[src/rtl/tx_lane_switch_sequencer.sv]
// Lane-switch sequencer: drains the monitored AXI-Stream to a packet boundary, pulses lane-on,
// waits for lane-done (with timeout), settles, then re-arms the gate. Option: TX_SWITCH_RST_COUNT_EN.
module tx_lane_switch_sequencer #(
    parameter int TIMESTAMP_WIDTH = 64,
    parameter int LAT_WIDTH       = 32,
    parameter int TIMEOUT_CYCLES  = 1024,
    parameter int SETTLE_CYCLES   = 4
) (
    input  logic                       aclk,
    input  logic                       areset,
    input  logic                       req_valid,
    input  logic                       req_lane,
    output logic                       req_ready,
    input  logic                       mon_tvalid,
    input  logic                       mon_tready,
    input  logic                       mon_tlast,
    output logic                       hold,
    output logic                       switch_lane0_on,
    output logic                       switch_lane1_on,
    input  logic                       switch_lane0_done,
    input  logic                       switch_lane1_done,
    output logic                       gate_ctrl,
    output logic                       rst_count,
    input  logic [TIMESTAMP_WIDTH-1:0] stamp_counter,
    output logic                       lat_valid,
    output logic                       lat_lane,
    output logic [LAT_WIDTH-1:0]       lat_cycles,
    output logic                       err_timeout,
    output logic                       busy
);

    localparam int WCNT_W = $clog2(TIMEOUT_CYCLES + 1);
    localparam int SCNT_W = $clog2(SETTLE_CYCLES + 1);
    localparam logic [WCNT_W-1:0] WCNT_LAST = WCNT_W'(TIMEOUT_CYCLES - 1);
    localparam logic [SCNT_W-1:0] SCNT_LAST = SCNT_W'(SETTLE_CYCLES - 1);

    typedef enum logic [2:0] {
        S_IDLE      = 3'd0,
        S_DRAIN     = 3'd1,
        S_SWITCH    = 3'd2,
        S_WAIT_DONE = 3'd3,
        S_SETTLE    = 3'd4,
        S_RESUME    = 3'd5
    } state_e;

    state_e                     state_q, state_d;
    logic                       lane_q, lane_d;
    logic                       in_pkt_q, in_pkt_d;
    logic [WCNT_W-1:0]          wcnt_q, wcnt_d;
    logic [SCNT_W-1:0]          scnt_q, scnt_d;
    logic [TIMESTAMP_WIDTH-1:0] t_on_q, t_on_d;
    logic                       timeout_q, timeout_d;
    logic                       lat_valid_q, lat_valid_d;
    logic                       lat_lane_q, lat_lane_d;
    logic [LAT_WIDTH-1:0]       lat_cycles_q, lat_cycles_d;
    logic                       req_ready_q, req_ready_d;
    logic                       rst_count_d;
    logic                       beat_s;
    logic                       done_s;

    assign beat_s = mon_tvalid & mon_tready;
    assign done_s = lane_q ? switch_lane1_done : switch_lane0_done;

    // Next-state, packet tracking and latency capture
    always_comb begin
        state_d      = state_q;
        lane_d       = lane_q;
        wcnt_d       = wcnt_q;
        scnt_d       = scnt_q;
        t_on_d       = t_on_q;
        timeout_d    = timeout_q;
        lat_valid_d  = 1'b0;
        lat_lane_d   = lat_lane_q;
        lat_cycles_d = lat_cycles_q;
        rst_count_d  = 1'b0;

        if (beat_s) begin
            in_pkt_d = ~mon_tlast;
        end else begin
            in_pkt_d = in_pkt_q;
        end

        case (state_q)
            S_IDLE: begin
                if (req_valid) begin
                    state_d     = S_DRAIN;
                    lane_d      = req_lane;
                    timeout_d   = 1'b0;
                    rst_count_d = 1'b1;
                end else begin
                    state_d = S_IDLE;
                end
            end
            // A last beat accepted this cycle closes the packet, so the switch may follow immediately.
            S_DRAIN: begin
                if (!in_pkt_d) begin
                    state_d = S_SWITCH;
                end else begin
                    state_d = S_DRAIN;
                end
            end
            S_SWITCH: begin
                t_on_d  = stamp_counter;
                wcnt_d  = '0;
                state_d = S_WAIT_DONE;
            end
            S_WAIT_DONE: begin
                if (done_s) begin
                    lat_valid_d  = 1'b1;
                    lat_lane_d   = lane_q;
                    lat_cycles_d = LAT_WIDTH'(stamp_counter - t_on_q);
                    scnt_d       = '0;
                    state_d      = S_SETTLE;
                end else if (wcnt_q == WCNT_LAST) begin
                    timeout_d = 1'b1;
                    state_d   = S_RESUME;
                end else begin
                    wcnt_d = wcnt_q + WCNT_W'(1);
                end
            end
            S_SETTLE: begin
                if (scnt_q == SCNT_LAST) begin
                    state_d = S_RESUME;
                end else begin
                    scnt_d = scnt_q + SCNT_W'(1);
                end
            end
            S_RESUME: begin
                state_d = S_IDLE;
            end
            default: begin
                state_d = S_IDLE;
            end
        endcase

        req_ready_d = (state_d == S_IDLE);
    end

    // Sequencer state registers
    always_ff @(posedge aclk) begin
        if (areset) begin
            state_q      <= S_IDLE;
            lane_q       <= 1'b0;
            in_pkt_q     <= 1'b0;
            wcnt_q       <= '0;
            scnt_q       <= '0;
            t_on_q       <= '0;
            timeout_q    <= 1'b0;
            lat_valid_q  <= 1'b0;
            lat_lane_q   <= 1'b0;
            lat_cycles_q <= '0;
            req_ready_q  <= 1'b0;
        end else begin
            state_q      <= state_d;
            lane_q       <= lane_d;
            in_pkt_q     <= in_pkt_d;
            wcnt_q       <= wcnt_d;
            scnt_q       <= scnt_d;
            t_on_q       <= t_on_d;
            timeout_q    <= timeout_d;
            lat_valid_q  <= lat_valid_d;
            lat_lane_q   <= lat_lane_d;
            lat_cycles_q <= lat_cycles_d;
            req_ready_q  <= req_ready_d;
        end
    end

`ifdef TX_SWITCH_RST_COUNT_EN
    logic rst_count_q;

    // One pulse on the first DRAIN cycle of each sequence
    always_ff @(posedge aclk) begin
        if (areset) begin
            rst_count_q <= 1'b0;
        end else begin
            rst_count_q <= rst_count_d;
        end
    end

    assign rst_count = rst_count_q;
`else
    logic unused_rst_count_s;
    assign unused_rst_count_s = rst_count_d;
    assign rst_count          = 1'b0;
`endif

    assign req_ready       = req_ready_q;
    assign busy            = (state_q != S_IDLE);
    assign hold            = (state_q == S_DRAIN) || (state_q == S_SWITCH) ||
                             (state_q == S_WAIT_DONE) || (state_q == S_SETTLE);
    assign switch_lane0_on = (state_q == S_SWITCH) && !lane_q;
    assign switch_lane1_on = (state_q == S_SWITCH) && lane_q;
    assign gate_ctrl       = (state_q == S_RESUME);
    assign err_timeout     = (state_q == S_RESUME) && timeout_q;
    assign lat_valid       = lat_valid_q;
    assign lat_lane        = lat_lane_q;
    assign lat_cycles      = lat_cycles_q;

endmodule

[config.mk]
export PLATFORM = sky130hd
export DESIGN_NAME = tx_lane_switch_sequencer
export DESIGN_NICKNAME = d
export VERILOG_FILES = /design/src/rtl/tx_lane_switch_sequencer.sv
export SDC_FILE = /design/constraint.sdc
export NUM_CORES = 1
export LEC_CHECK = 0
export ABC_AREA = 1
export BUFFER_PORTS_ARGS = -buffer_cell sky130_fd_sc_hd__buf_2
export CAP_MARGIN = 20
export CORE_MARGIN = 1.5
export CORE_UTILIZATION = 51
export CTS_CLUSTER_DIAMETER = 60
export DETAILED_ROUTE_END_ITERATION = 7
export PLACE_DENSITY = 0.77
export SLEW_MARGIN = 10
export SYNTH_ARGS = -nofsm -noshare
export SYNTH_HDL_FRONTEND = slang
export SYNTH_SLANG_ARGS = --single-unit
export TNS_END_PERCENT = 10
[constraint.sdc]
create_clock -name aclk -period 1.6 [get_ports aclk]
set_input_delay 0.08 -clock aclk [delete_from_list [all_inputs] [get_ports aclk]]
set_output_delay 0.08 -clock aclk [all_outputs]
set_load 0.005 [all_outputs]
Yosys cells after proc, flatten, opt, wreduce, memory -nomap -nowiden
Index checks and enable logic that the tools add are counted.
{"block": "classes", "muxes": 19, "eq_ne": 13, "n_reduce_logical": 19, "add_sub_neg": 3, "n_bitwise": 3}
{"cell": "$sub A32 B32 Y32", "count": 1}
{"cell": "$mux W11", "count": 2}
{"cell": "$pmux W11 S2", "count": 1}
{"cell": "$mux W3", "count": 5}
{"cell": "$pmux W3 S5", "count": 1}
{"cell": "$ne A2 B2 Y1 const B", "count": 6}
{"cell": "$add A11 B1 Y11 const B", "count": 1}
{"cell": "$eq A11 B10 Y1 const B", "count": 1}
{"cell": "$eq A3 B2 Y1 const B", "count": 3}
{"cell": "$mux W1", "count": 7}
{"cell": "$eq A3 B3 Y1 const B", "count": 2}
{"cell": "$logic_not A3 Y1", "count": 2}
{"cell": "$pmux W3 S2", "count": 1}
{"cell": "$reduce_and A3 Y1", "count": 2}
{"cell": "$reduce_bool A2 Y1", "count": 3}
{"cell": "$reduce_and A2 Y1", "count": 2}
{"cell": "$reduce_and A4 Y1", "count": 1}
{"cell": "$add A3 B1 Y3 const B", "count": 1}
{"cell": "$eq A3 B1 Y1 const B", "count": 1}
{"cell": "$logic_and A1 B1 Y1", "count": 3}
{"cell": "$logic_or A1 B1 Y1", "count": 3}
{"cell": "$reduce_bool A3 Y1", "count": 1}
{"cell": "$mux W2", "count": 1}
{"cell": "$not A1 Y1", "count": 2}
{"cell": "4 further kinds", "count": 4}
{"block": "word_totals", "in_bits": 73, "ff_bits": 87}

Longest topological paths before layout
{"block": "depth", "depth_word": 5, "depth_mapped": 16}

Worst setup path after synthesis
Ideal clock, no wire load.
{"block": "synth_path", "kind": "register to register", "start": "register t_on_q[0]", "end": "register lat_cycles_q[16] (netlist: lat_cycles[16])", "required_time_ns": 1.485, "slack_ns": -0.173, "setup_time_ns": 0.115, "arrival_time_ns": 1.658, "stages_incl_launch_ff": 13, "path_cell_list": "dfxtp_1 ha_1 fa_1 inv_1 nand3_1 nand3_1 nand2_1 nand2_1 nand3_1 nand3_1 nand2_1 o21ai_0 inv_1"}
{"block": "synth_via", "elab_chain_cells": 1}
{"element": "start: declaration", "line": "51", "text": "logic [TIMESTAMP_WIDTH-1:0] t_on_q, t_on_d;"}
{"element": "start signal: assignment", "line": "159", "text": "t_on_q <= t_on_d;"}
{"element": "$sub A32 B32 Y32", "line": "111", "text": "lat_cycles_d = LAT_WIDTH'(stamp_counter - t_on_q);"}
{"element": "end signal: assignment", "line": "163", "text": "lat_cycles_q <= lat_cycles_d;"}
{"element": "end: declaration", "line": "55", "text": "logic [LAT_WIDTH-1:0] lat_cycles_q, lat_cycles_d;"}
Every way passes these cells.
A chain may end at the register's enable or synchronous reset.

Worst setup path in the final report
Same ends and word-level chain as after synthesis.

==> impl_metrics.csv <==
group,metric,value,unit
cts,cts_tree,"built",
synthesis,synthCells,984,
cts,cts_made_buffers,9,
layout,fin_nets,1252,
timing,setup_viol,25,
critical_path,cp_slowest_cell,"fa_2",
critical_path,critPathArrivalTime,2.12,ns
place,gp_congestion,0.882,
cts,clockBufferDepth,2,
place,dpl.hpwl,11600,um
route,vias,6491,
pwr,p_sw,2.94,mW
place,io_buffers,81,
timing,hold_viol,0,
floorplanning,initial_core_util,52.2,%
synthesis,synth-adder-area-share,7.51,%
critical_path,critical_path.endpoint_type,"flop",
pwr,seqPwrFrac,29.4,%
floorplanning,core-area,0.0114,mm2
pwr,p_int,5.22,mW
flow_run,cap_violations,0,
route,wl_per_cell,13.5,um
timing,rsz0062_at_grt,"true",
timing,fin_crit_sh,117,%
pwr,pwr-share-clk,28.5,%
outcome,outcome,"complete, but fails checks",
hold_path,worstHoldPathType,"in -> reg",
cts,clkTransAtPathRegs,0.06,ns
synthesis,synth.avg_cell_area,6.03,um2
place,place_ws,-0.357,ns
synthesis,ys_ff_latch,87,
grt,antenna_found_initial,0,
synthesis,yosysMostFrequentCell,"nand2_1",
timing,hold_slack,0.0335,ns
timing,clock.fmax,535,MHz
synthesis,synth_top_family_by_area,"simple AND/OR/NAND/NOR gates",
layout,antennaDiodeCount,0,
layout,drive_above_1_share,33.7,%
synthesis,ys.flop_type,"dfxtp_1",
critical_path,startpoint_type,"flop",
synthesis,synth_edf_count,0,
grt,grt_pass1_vias,5919,
timing,setup_ws,-0.270,ns
critical_path,crit_type,"reg -> reg",
floorplanning,num_rows,39,
synthesis,synth_xor_area_share,2.22,%
route,drt_pass1_iterations,5,
synthesis,yosys.area.top_type_share,29.4,%
cts,root_buffer,"clkbuf_16",
layout,multi_input_area,0.00422,mm2
grt,gr-usage-all-layers,26.3,%
critical_path,required,1.85,ns
grt,grt_overflow_total,0,
synthesis,synth_area,0.00593,mm2
floorplanning,ios,115,
timing,final_period_minus_worst_setup_slack,1.87,ns
floorplanning,die-area,0.0123,mm2
layout,seqCellArea,0.00175,mm2
route,drtAntennaViolNets,0,
synthesis,yosys.area_share.simple,33.4,%
critical_path,worst_path_most_repeated_cell,"nand3_4",
outcome,failed_checks,"negative setup slack",
critical_path,cp_max_fo,3,
synthesis,synthArstFlopShare,0,%
pwr,switching_share,36.0,%
route,drt-initial-drc-count,457,
cts,cts_sinks,87,
critical_path,cp_cell_sequence,"ha_4 > fa_2 > inv_2 > buf_6 > nand3_4 > nand3_4 > nand2_2 > nand2_4 > nand3_4 > nand3_2 > nand2_2 > o21ai_2 > inv_1",
layout,n_fill_cell,852,
synthesis,synth_mux_area_share,0,%
synthesis,ys_top_cells_by_area,"dfxtp_1 29%, nand2_1 17%, inv_1 12%, nor2_1 7.8%, ha_1 7.2%",
synthesis,synth_cell_types,36,
floorplanning,fp.dieH,111,um
critical_path,slowest_delay,0.34,ns
timing,finClkSkew,0.00941,ns
route,drc,0,
synthesis,syn-num-nets,1092,
floorplanning,die_x,111,um
grt,grt_pass1_wl,26600,um
layout,syn_to_final_growth,41.5,%
route,vias_per_cell,5.02,
timing,slew_violations,0,
synthesis,synth-seq-area-share,29.4,%
grt,grt_max_degree,45,
synthesis,synth_compound_area_share,12.6,%
synthesis,netlist_top_cells_count,"271 x nand2_1, 195 x inv_1, 124 x nor2_1",
synthesis,synth-warning-count,0,
pwr,power_density,971,mW/mm2
cts,htree_levels,3,
pwr,comb_power_share,42.0,%
route,wl,17500,um
synthesis,synth_top_area_cell,"dfxtp_1",
cts,clk-insertion-delay-late,0.36,ns
pwr,p_leak,4.32,nW
pwr,vdd_drop_max,0.00114,V
==> critical path: cells and delay by family, from the launching register on <==
family                   cells  cell delay, ns
adder cells (fa/ha/maj)      2            0.50
buffers and inverters        3            0.24
flip-flops                   1            0.33
AND/OR/NAND/NOR              7            0.53
AO/OA/AOI/OAI                1            0.14
==> cells in the final DEF (no fill, tap or decap), drive strengths merged, types with 2 or more instances in the layout <==
master,synthesis,routed
nor3,9,9
nand2,273,273
dfxtp,87,87
o21bai,3,3
xor2,13,13
ha,34,34
inv,201,201
and2,3,3
dlygate4sd3,0,2
nand3,54,54
o211ai,3,3
bufinv,0,2
or2,2,2
a21oi,73,73
nand4,9,9
clkinv,0,2
o21ai,58,58
nor2,128,128
xnor2,2,2
clkbuf,14,11
buf,10,171
==> layout make-up <==
class	count	area share, %
inverter	201	9.05
tap	143	2.13
multi-input combinational	672	50.2
clock inverter	5	0.969
sequential	87	20.9
clock buffer	11	2.89
timing repair buffer	173	13.8
==> metrics by stage <==
step           cells  utilization [%]  setup TNS (ns)  area [um2]  total power, mW
2_1_floorplan    984                -          -0.278        5940             4.04
3_3_place_gp    1268             62.1           -4.74        7070             4.92
3_5_place_dp    1268             62.1           -5.40        7070             4.96
4_1_cts         1288             68.1           -3.34        7750             7.50
5_1_grt         1292             73.8           -5.88        8390             8.60
6_report        1292             73.8           -3.27        8390             8.15
==> power by group through the flow <==
| stage | registers (mW) | clock network [mW] | logic (mW) |
|---|---|---|---|
| after global routing | 2.42 | 2.43 | 3.75 |
| after floorplan | 2.43 | 0 | 1.61 |
| final | 2.40 | 2.33 | 3.43 |
| after detailed placement | 2.43 | 0 | 2.52 |
| after CTS | 2.39 | 2.34 | 2.77 |
| after global placement | 2.43 | 0 | 2.49 |
==> metal layers <==
layer | share of wire [%] | routed length, um | global-route usage (%) | vias to the layer above
met2 | 50 | 8810 | 46.3 | 195
met1 | 43 | 7570 | 32.8 | 2927
met4 | 1.3 | 232 | 6.24 | 0
met5 | 0 | 0 | 0 | -
li1 | - | - | - | 3344
met3 | 5.0 | 881 | 5.63 | 25
==> cell families after synthesis <==
| kind of cell | after synthesis |
|---|---|
| AO/OA/AOI/OAI | 141 |
| XOR/XNOR | 15 |
| adder cells (fa/ha/maj) | 35 |
| AND/OR/NAND/NOR | 480 |
| other | 1 |
| buffers and inverters | 225 |
| flip-flops | 87 |
==> worst paths after layout <==
path	from	slack (ns)	end	depth (start not counted)
setup / recovery	t_on_q[0]	-0.27	lat_cycles[16]	13
hold / removal	stamp_counter[28]	0.03	t_on_q[28]	3
setup reg to reg	t_on_q[0]	-0.27	lat_cycles[16]	13
hold reg to reg	t_on_q[28]	0.45	t_on_q[28]	2
==> state kept, by name, summed over array words and instances, names as in the netlist <==
signal,count
req_ready,1
lat_valid,1
state_q,3
timeout_q,1
lane_q,1
lat_lane,1
t_on_q,32
wcnt_q,11
lat_cycles,32
scnt_q,3
in_pkt_q,1
==> repair_timing <==
action	4_1_cts	5_1_grt
buffers inserted	2	4
hold endpoints to repair	2	0
resized for setup	56	172
pin swaps	17	39
hold buffers	2	0
endpoints found under the setup margin	31	44
Note: power is estimated with default switching activity, not from simulation.
